**config.mk**
```make
export PLATFORM = sky130hd
export DESIGN_NAME = mux_scan_sequencer
export DESIGN_NICKNAME = d
export VERILOG_FILES = /design/src/rtl/mux_scan_sequencer.sv
export SDC_FILE = /design/constraint.sdc
export NUM_CORES = 1
export LEC_CHECK = 0
export ABC_AREA = 1
export BUFFER_PORTS_ARGS = -buffer_cell sky130_fd_sc_hd__buf_4
export CAP_MARGIN = 20
export CORE_AREA = 5 5 103 67
export CTS_BUF_LIST = sky130_fd_sc_hd__clkbuf_16
export CTS_CLUSTER_SIZE = 24
export DETAILED_ROUTE_END_ITERATION = 6
export DIE_AREA = 0 0 108 72
export PLACE_DENSITY = 0.54
export SYNTH_ARGS = -nofsm -noshare
export SYNTH_HDL_FRONTEND = slang
export SYNTH_SLANG_ARGS = --single-unit
```
**constraint.sdc**
```tcl
create_clock -name clk_i -period 1.7 [get_ports clk_i]
set_clock_uncertainty 0.05 [all_clocks]
set_input_delay 0.34 -clock clk_i [delete_from_list [all_inputs] [get_ports clk_i]]
set_output_delay 0.34 -clock clk_i [all_outputs]
set_load 0.02 [all_outputs]
```
**src/rtl/mux_scan_sequencer.sv**
```systemverilog
// mux_scan_sequencer: walks a 16:1 bit mux through all channels and
// returns the 16 samples as one word over a valid/ready handshake.
// Ports:
//   clk_i, rst_i  : clock, synchronous active-high reset
//   start_i       : scan request (IDLE, or HOLD on the handshake cycle)
//   mux_bit_i     : mux output for the current sel_o
//   sel_o         : 4-bit mux select
//   busy_o        : high while scanning
//   data_o        : last completed scan, bit n sampled with sel_o == n
//   valid_o       : data_o holds an unconsumed result
//   ready_i       : downstream accepts data_o when valid_o && ready_i
module mux_scan_sequencer #(
  parameter bit          GRAY_ORDER    = 1'b1,
  parameter int unsigned SETTLE_CYCLES = 1
) (
  input  logic        clk_i,
  input  logic        rst_i,
  input  logic        start_i,
  input  logic        mux_bit_i,
  output logic [3:0]  sel_o,
  output logic        busy_o,
  output logic [15:0] data_o,
  output logic        valid_o,
  input  logic        ready_i
);

  localparam logic [3:0] SETTLE = 4'(SETTLE_CYCLES);

  typedef enum logic [1:0] {
    IDLE,
    SCAN,
    HOLD
  } state_t;

  state_t      state_q, state_d;
  logic [3:0]  step_q, step_d;
  logic [3:0]  settle_q, settle_d;
  logic [15:0] cap_q, cap_d;
  logic [15:0] data_q, data_d;
  logic [3:0]  scan_sel;

  // Gray order flips exactly one select bit per step, 8 -> 0 included.
  assign scan_sel = GRAY_ORDER ? (step_q ^ (step_q >> 1)) : step_q;

  always_comb begin
    state_d  = state_q;
    step_d   = step_q;
    settle_d = settle_q;
    cap_d    = cap_q;
    data_d   = data_q;
    sel_o    = 4'd0;
    busy_o   = 1'b0;
    valid_o  = 1'b0;
    unique case (state_q)
      IDLE: begin
        if (start_i) begin
          state_d  = SCAN;
          step_d   = 4'd0;
          settle_d = SETTLE;
        end
      end
      SCAN: begin
        sel_o  = scan_sel;
        busy_o = 1'b1;
        if (settle_q != 4'd0) begin
          settle_d = settle_q - 4'd1;
        end else begin
          // Bit position follows the select value, not the visit order.
          cap_d[scan_sel] = mux_bit_i;
          if (step_q != 4'd15) begin
            step_d   = step_q + 4'd1;
            settle_d = SETTLE;
          end else begin
            state_d = HOLD;
            data_d  = cap_d;
          end
        end
      end
      HOLD: begin
        valid_o = 1'b1;
        if (ready_i) begin
          if (start_i) begin
            state_d  = SCAN;
            step_d   = 4'd0;
            settle_d = SETTLE;
          end else begin
            state_d = IDLE;
          end
        end
      end
      default: state_d = IDLE;
    endcase
  end

  always_ff @(posedge clk_i) begin
    if (rst_i) begin
      state_q  <= IDLE;
      step_q   <= 4'd0;
      settle_q <= 4'd0;
      cap_q    <= 16'd0;
      data_q   <= 16'd0;
    end else begin
      state_q  <= state_d;
      step_q   <= step_d;
      settle_q <= settle_d;
      cap_q    <= cap_d;
      data_q   <= data_d;
    end
  end

  assign data_o = data_q;

endmodule

```
## Word level (Yosys, flattened, before mapping)

Cells that the tools add are included.

- Bits in registers: 42
- Input port bits: 5
- Output and inout port bits: 22
- Word-level logic and storage cells: 52

- $add $sub $neg: 2
- Order comparisons: 2
- Eq/ne operators: 9
- Mux-type cells: 22
- Bitwise gates (word level): 3
- Reduce and logical (&&, ||, !) cells: 9

Operators by type and width:

| cell | count |
|---|---|
| two-way mux 4 bit | 9 |
| case mux 4 bit (3 select lines) | 2 |
| bitwise mux 16 bit | 1 |
| inequality test 2 bit (second input constant) | 5 |
| two-way mux 2 bit | 4 |
| AND reduction 4 bit | 2 |
| case mux 2 bit (3 select lines) | 1 |
| AND reduction 3 bit | 2 |
| less-than comparator 4 x 5 -> 1 bit (second input constant) | 1 |
| adder 4 x 1 -> 4 bit (second input constant) | 1 |
| demux 1 bit (select 4 bit) | 1 |
| greater-or-equal comparator 4 x 1 -> 1 bit (second input constant) | 1 |
| two-way mux 1 bit | 4 |
| inequality test 4 bit (second input constant) | 1 |
| nonzero test 4 bit | 1 |
| subtractor 4 x 1 -> 4 bit (second input constant) | 1 |
| XOR 4 x 3 -> 4 bit | 1 |
| inequality test 3 bit (second input constant) | 1 |
| nonzero test 3 bit | 1 |
| equality test 2 x 1 -> 1 bit (second input constant) | 1 |
| equality test 2 bit (second input constant) | 1 |
| zero test 2 bit | 1 |
| inverter 1 bit | 2 |
| AND reduction 2 bit | 1 |
| logical AND 1 bit | 1 |

## Depth between registers and ports, before layout

- Depth after elaboration: 6
- Gate-level depth with buffers: 9
- Mapped depth without buffers: 8

## Worst setup path after synthesis

OpenSTA, ideal clock, no wires.

- Path kind: register to output
- Start point: register step_q[2]
- End point: output sel_o[1]
- Arrival time: 1.158 ns
- Data required time: 1.310 ns
- Path slack: 0.152 ns
- Stages on the path, launching flop included: 5
- Path buffers: 1
- Path through: dfxtp_1 -> ha_1 -> buf_2 -> inv_1 -> nor2_1

- Longest elaborated chain between the ends: 2

RTL lines:

| element | RTL line | RTL |
|---|---|---|
| from (decl) | 36 | `logic [3:0] step_q, step_d;` |
| from (signal assigned) | 104 | `step_q <= step_d;` |
| XOR 4 x 3 -> 4 bit | 43 | `assign scan_sel = GRAY_ORDER ? (step_q ^ (step_q >> 1)) : step_q;` |
| two-way mux 4 bit | 54 | `unique case (state_q)` |
| to (decl) | 20 | `output logic [3:0] sel_o,` |

Every way passes these cells.

## Worst setup path after layout

- Start point: register step_q[2]
- End point: output sel_o[2]

Same word-level chain as after synthesis.

==> reports/results.tsv <==
stage	metric	value	unit
status	status	complete, no violations	
finish	final_cells	393	
routing	wirelength	4930	µm
hold_path	hp-class	in -> reg	
critical_path	critPathCaptureType	output port	
global_route	grt.overflow.total	0	
power	peakVddDrop	432	µV
sta	rsz0062_at_grt	false	
placed_design	routabilityCongestion	0.816	
routing	first_iter_violations	107	
synth	ys_warn_count	0	
clock_network	clockRootBuffer	clkbuf_16	
power	p_comb_frac	0.141	
hold_path	min_from	ready_i	
synth	mappedNetlistNets	284	
synth	ys_types	26	
finish	regArea	850	µm²
synth	ys_top_cells_by_area	dfxtp_1 43%, nand2_1 13%, a21oi_1 11%, o21ai_0 5.3%, ha_1 4.4%	
floorplanning	initial_core_util	0.338	
synth	avgSynthCellArea	7.25	µm²
routing	top_layer_used	met4	
global_route	grt_max_degree	22	
critical_path	path_buf_inv	3	
synth	synth_top_area_cell	dfxtp_1	
critical_path	path_cells	inv_2, ha_1, inv_1, nor2_1, buf_4	
critical_path	crit_slowest_cell	dfxtp_4	
critical_path	path_class	reg -> out	
placed_design	placed_area	2300	µm²
placed_design	dp_hpwl	3520	µm
clock_network	cts_buffer_depth	2	
critical_path	r2r-start	step_q[2]$_SDFFE_PP0P_	
routing	met1Wirelength	2770	µm
power	p_sw_frac	0.247	
power	p_leak	1.03	nW
floorplanning	die_h	72	µm
clock_network	postCtsHoldBufs	0	
sta	fin_tns_setup	0	ns
clock_network	clk_latency	0.28	ns
finish	antennaDiodeCount	0	
power	finalPower	2.44	mW
global_route	antenna_found_initial	0	
routing	wl_met3	254	µm
run	maxCapViolCount	0	
power	p_int	1.84	mW
finish	layout_common_cells	69 x nand2_1, 44 x a21oi_1, 40 x buf_4, 37 x dfxtp_1, 21 x o21ai_0	
power	sequentialPowerShare	0.427	
critical_path	r2r_setup_slack	0.11	ns
sta	maxSlewViolCount	0	
critical_path	r2r_end	step_q[1]$_SDFFE_PP0P_	
sta	hold_violations	0	
clock_network	tritoncts	built	
critical_path	cp_slowest_stage_delay	0.37	ns
routing	vias	1839	
critical_path	cpLargestDelayFamily	flip-flops	
sta	fmax	611	MHz
power	p_sw	0.601	mW
global_route	track_usage	0.131	
floorplanning	coreArea	5840	µm²
finish	final_util	0.439	
placed_design	dp_cells	380	
clock_network	cts_max_level	2	
sta	tightest_slew	0.482	ns
synth	synth_area	1970	µm²
global_route	grt_pass1_wl	8140	µm
hold_path	min_to	state_q[1]$_SDFFE_PP0P_	
routing	wl_per_cell	12.5	µm
sta	fin_crit	1.64	ns
sta	setup_viol	0	
global_route	grt_pass1_vias	1639	
routing	wl_met2	1880	µm
critical_path	required	1.31	ns
routing	via_per_inst	4.68	
clock_network	clk_pin_slew	0.06	ns
floorplanning	die_x	108	µm
routing	drc	0	
finish	n_fill_cell	610	
placed_design	port_buffers	26	
floorplanning	fp.dieArea	7780	µm²
floorplanning	ios	27	
synth	seq_area_frac_synth	0.427	
power	p_per_area	950	nW/µm²
finish	multi_input_area	1020	µm²
synth	synth-seq-cells	42	
finish	final_common_cell	nand2_1	
routing	drt_pass1_iterations	4	
finish	nets	320	
power	pwr-share-clk	0.432	
critical_path	crit_arrival	1.25	ns
finish	drive_gt1_frac	0.243	
sta	post-route-period-util	0.962	
clock_network	clkSinkCount	42	
clock_network	cts_buffers	5	
hold_path	holdPathStages	4	
finish	area_growth	30.1	%
critical_path	crit_fanout	4	
critical_path	worstRegToRegCells	7	
synth	synthCells	272	
finish	final_area	2560	µm²
routing	ant_nets	0	
critical_path	cp-start-kind	flop	
sta	timing.slew.headroom	0.678	
synth	synth_top_area_share	0.427	
floorplanning	row_count	22	
-- synth_stat cells --
cell type  number
nand2_1        70
o21ai_1         4
buf_6           2
inv_2           5
a21oi_2         1
dfxtp_1        42
nand2_2         1
nor2_4          1
nor2_1         17
buf_4           3
or2_0           1
inv_1          17
a21oi_1        44
nand3_2         2
nor2_2          1
buf_2           3
xor2_1          1
buf_1           1
o21bai_1        1
ha_1            7
o21a_1          2
clkbuf_1        4
nand4_1         6
o21ai_0        21
nand2_4         1
nand3_1        14
-- final cells by class --
class | count | area share
timing repair buffer | 42 | 0.133
tap | 84 | 0.0410
multi-input combinational | 195 | 0.398
clock inverter | 3 | 0.0146
inverter | 22 | 0.0332
sequential | 42 | 0.331
clock buffer | 5 | 0.0488
-- power groups by stage --
| stage | clock [mW] | sequential (mW) | combinational [mW] |
|---|---|---|---|
| 6_report | 1.05 | 1.04 | 0.343 |
| 5_1_grt | 1.12 | 1.04 | 0.387 |
| 4_1_cts | 1.07 | 1.04 | 0.316 |
| 3_5_place_dp | 0 | 1.06 | 0.305 |
| 3_3_place_gp | 0 | 1.06 | 0.304 |
| 2_1_floorplan | 0 | 1.05 | 0.212 |
-- how the worst max path moves through the flow --
stage	start	end	depth (start not counted)
finish	step_q[2]$_SDFFE_PP0P_	sel_o[2]	5
global route	step_q[2]$_SDFFE_PP0P_	sel_o[2]	5
CTS	step_q[2]$_SDFFE_PP0P_	sel_o[2]	5
detailed placement	step_q[0]$_SDFFE_PP0P_	cap_q[4]$_SDFFE_PP0P_	6
global placement	step_q[0]$_SDFFE_PP0P_	data_o[4]$_SDFFE_PP0P_	6
floorplan	step_q[2]$_SDFFE_PP0P_	sel_o[1]	4
-- tightest hold or removal path: cells and delay by family --
kind | cells | cell delay, ns
AND/OR/NAND/NOR | 1 | 0.05
buffers and inverters | 2 | 0.11
AO/OA/AOI/OAI | 1 | 0.05
-- per-stage QoR --
| stage | hold slack [ns] | setup WS (ns) |
|---|---|---|
| after floorplan | 0.391 | 0.152 |
| final | 0.280 | 0.0640 |
| after CTS | 0.281 | 0.00201 |
| after global routing | 0.288 | 0.0130 |
| after global placement | 0.402 | 0.0575 |
| after detailed placement | 0.405 | 0.0452 |
-- registers in the layout (all words and copies together), names as in the netlist --
name	flops
cap_q	16
data_o	16
settle_q	4
step_q	4
state_q	2
-- kinds of logic after synthesis --
group                    count (synthesis)  share of synthesized area
XOR/XNOR                                 1                    0.00445
flip-flops                              42                      0.427
AND/OR/NAND/NOR                        114                      0.251
adder cells (fa/ha/maj)                  7                     0.0444
buffers and inverters                   35                     0.0819
AO/OA/AOI/OAI                           73                      0.191
-- what timing repair did --
item,CTS,global route
setup buffers,0,5
endpoints found under the setup margin,3,21
gates resized for setup,10,10
pin swaps,1,4
-- layer usage --
metal  global-route usage  vias up
met4               0.0252        0
met1                0.203      818
met3               0.0356        4
met2                0.180       43
li1                     -      974
met5                    0        -
(Power assumes the default switching activity.)
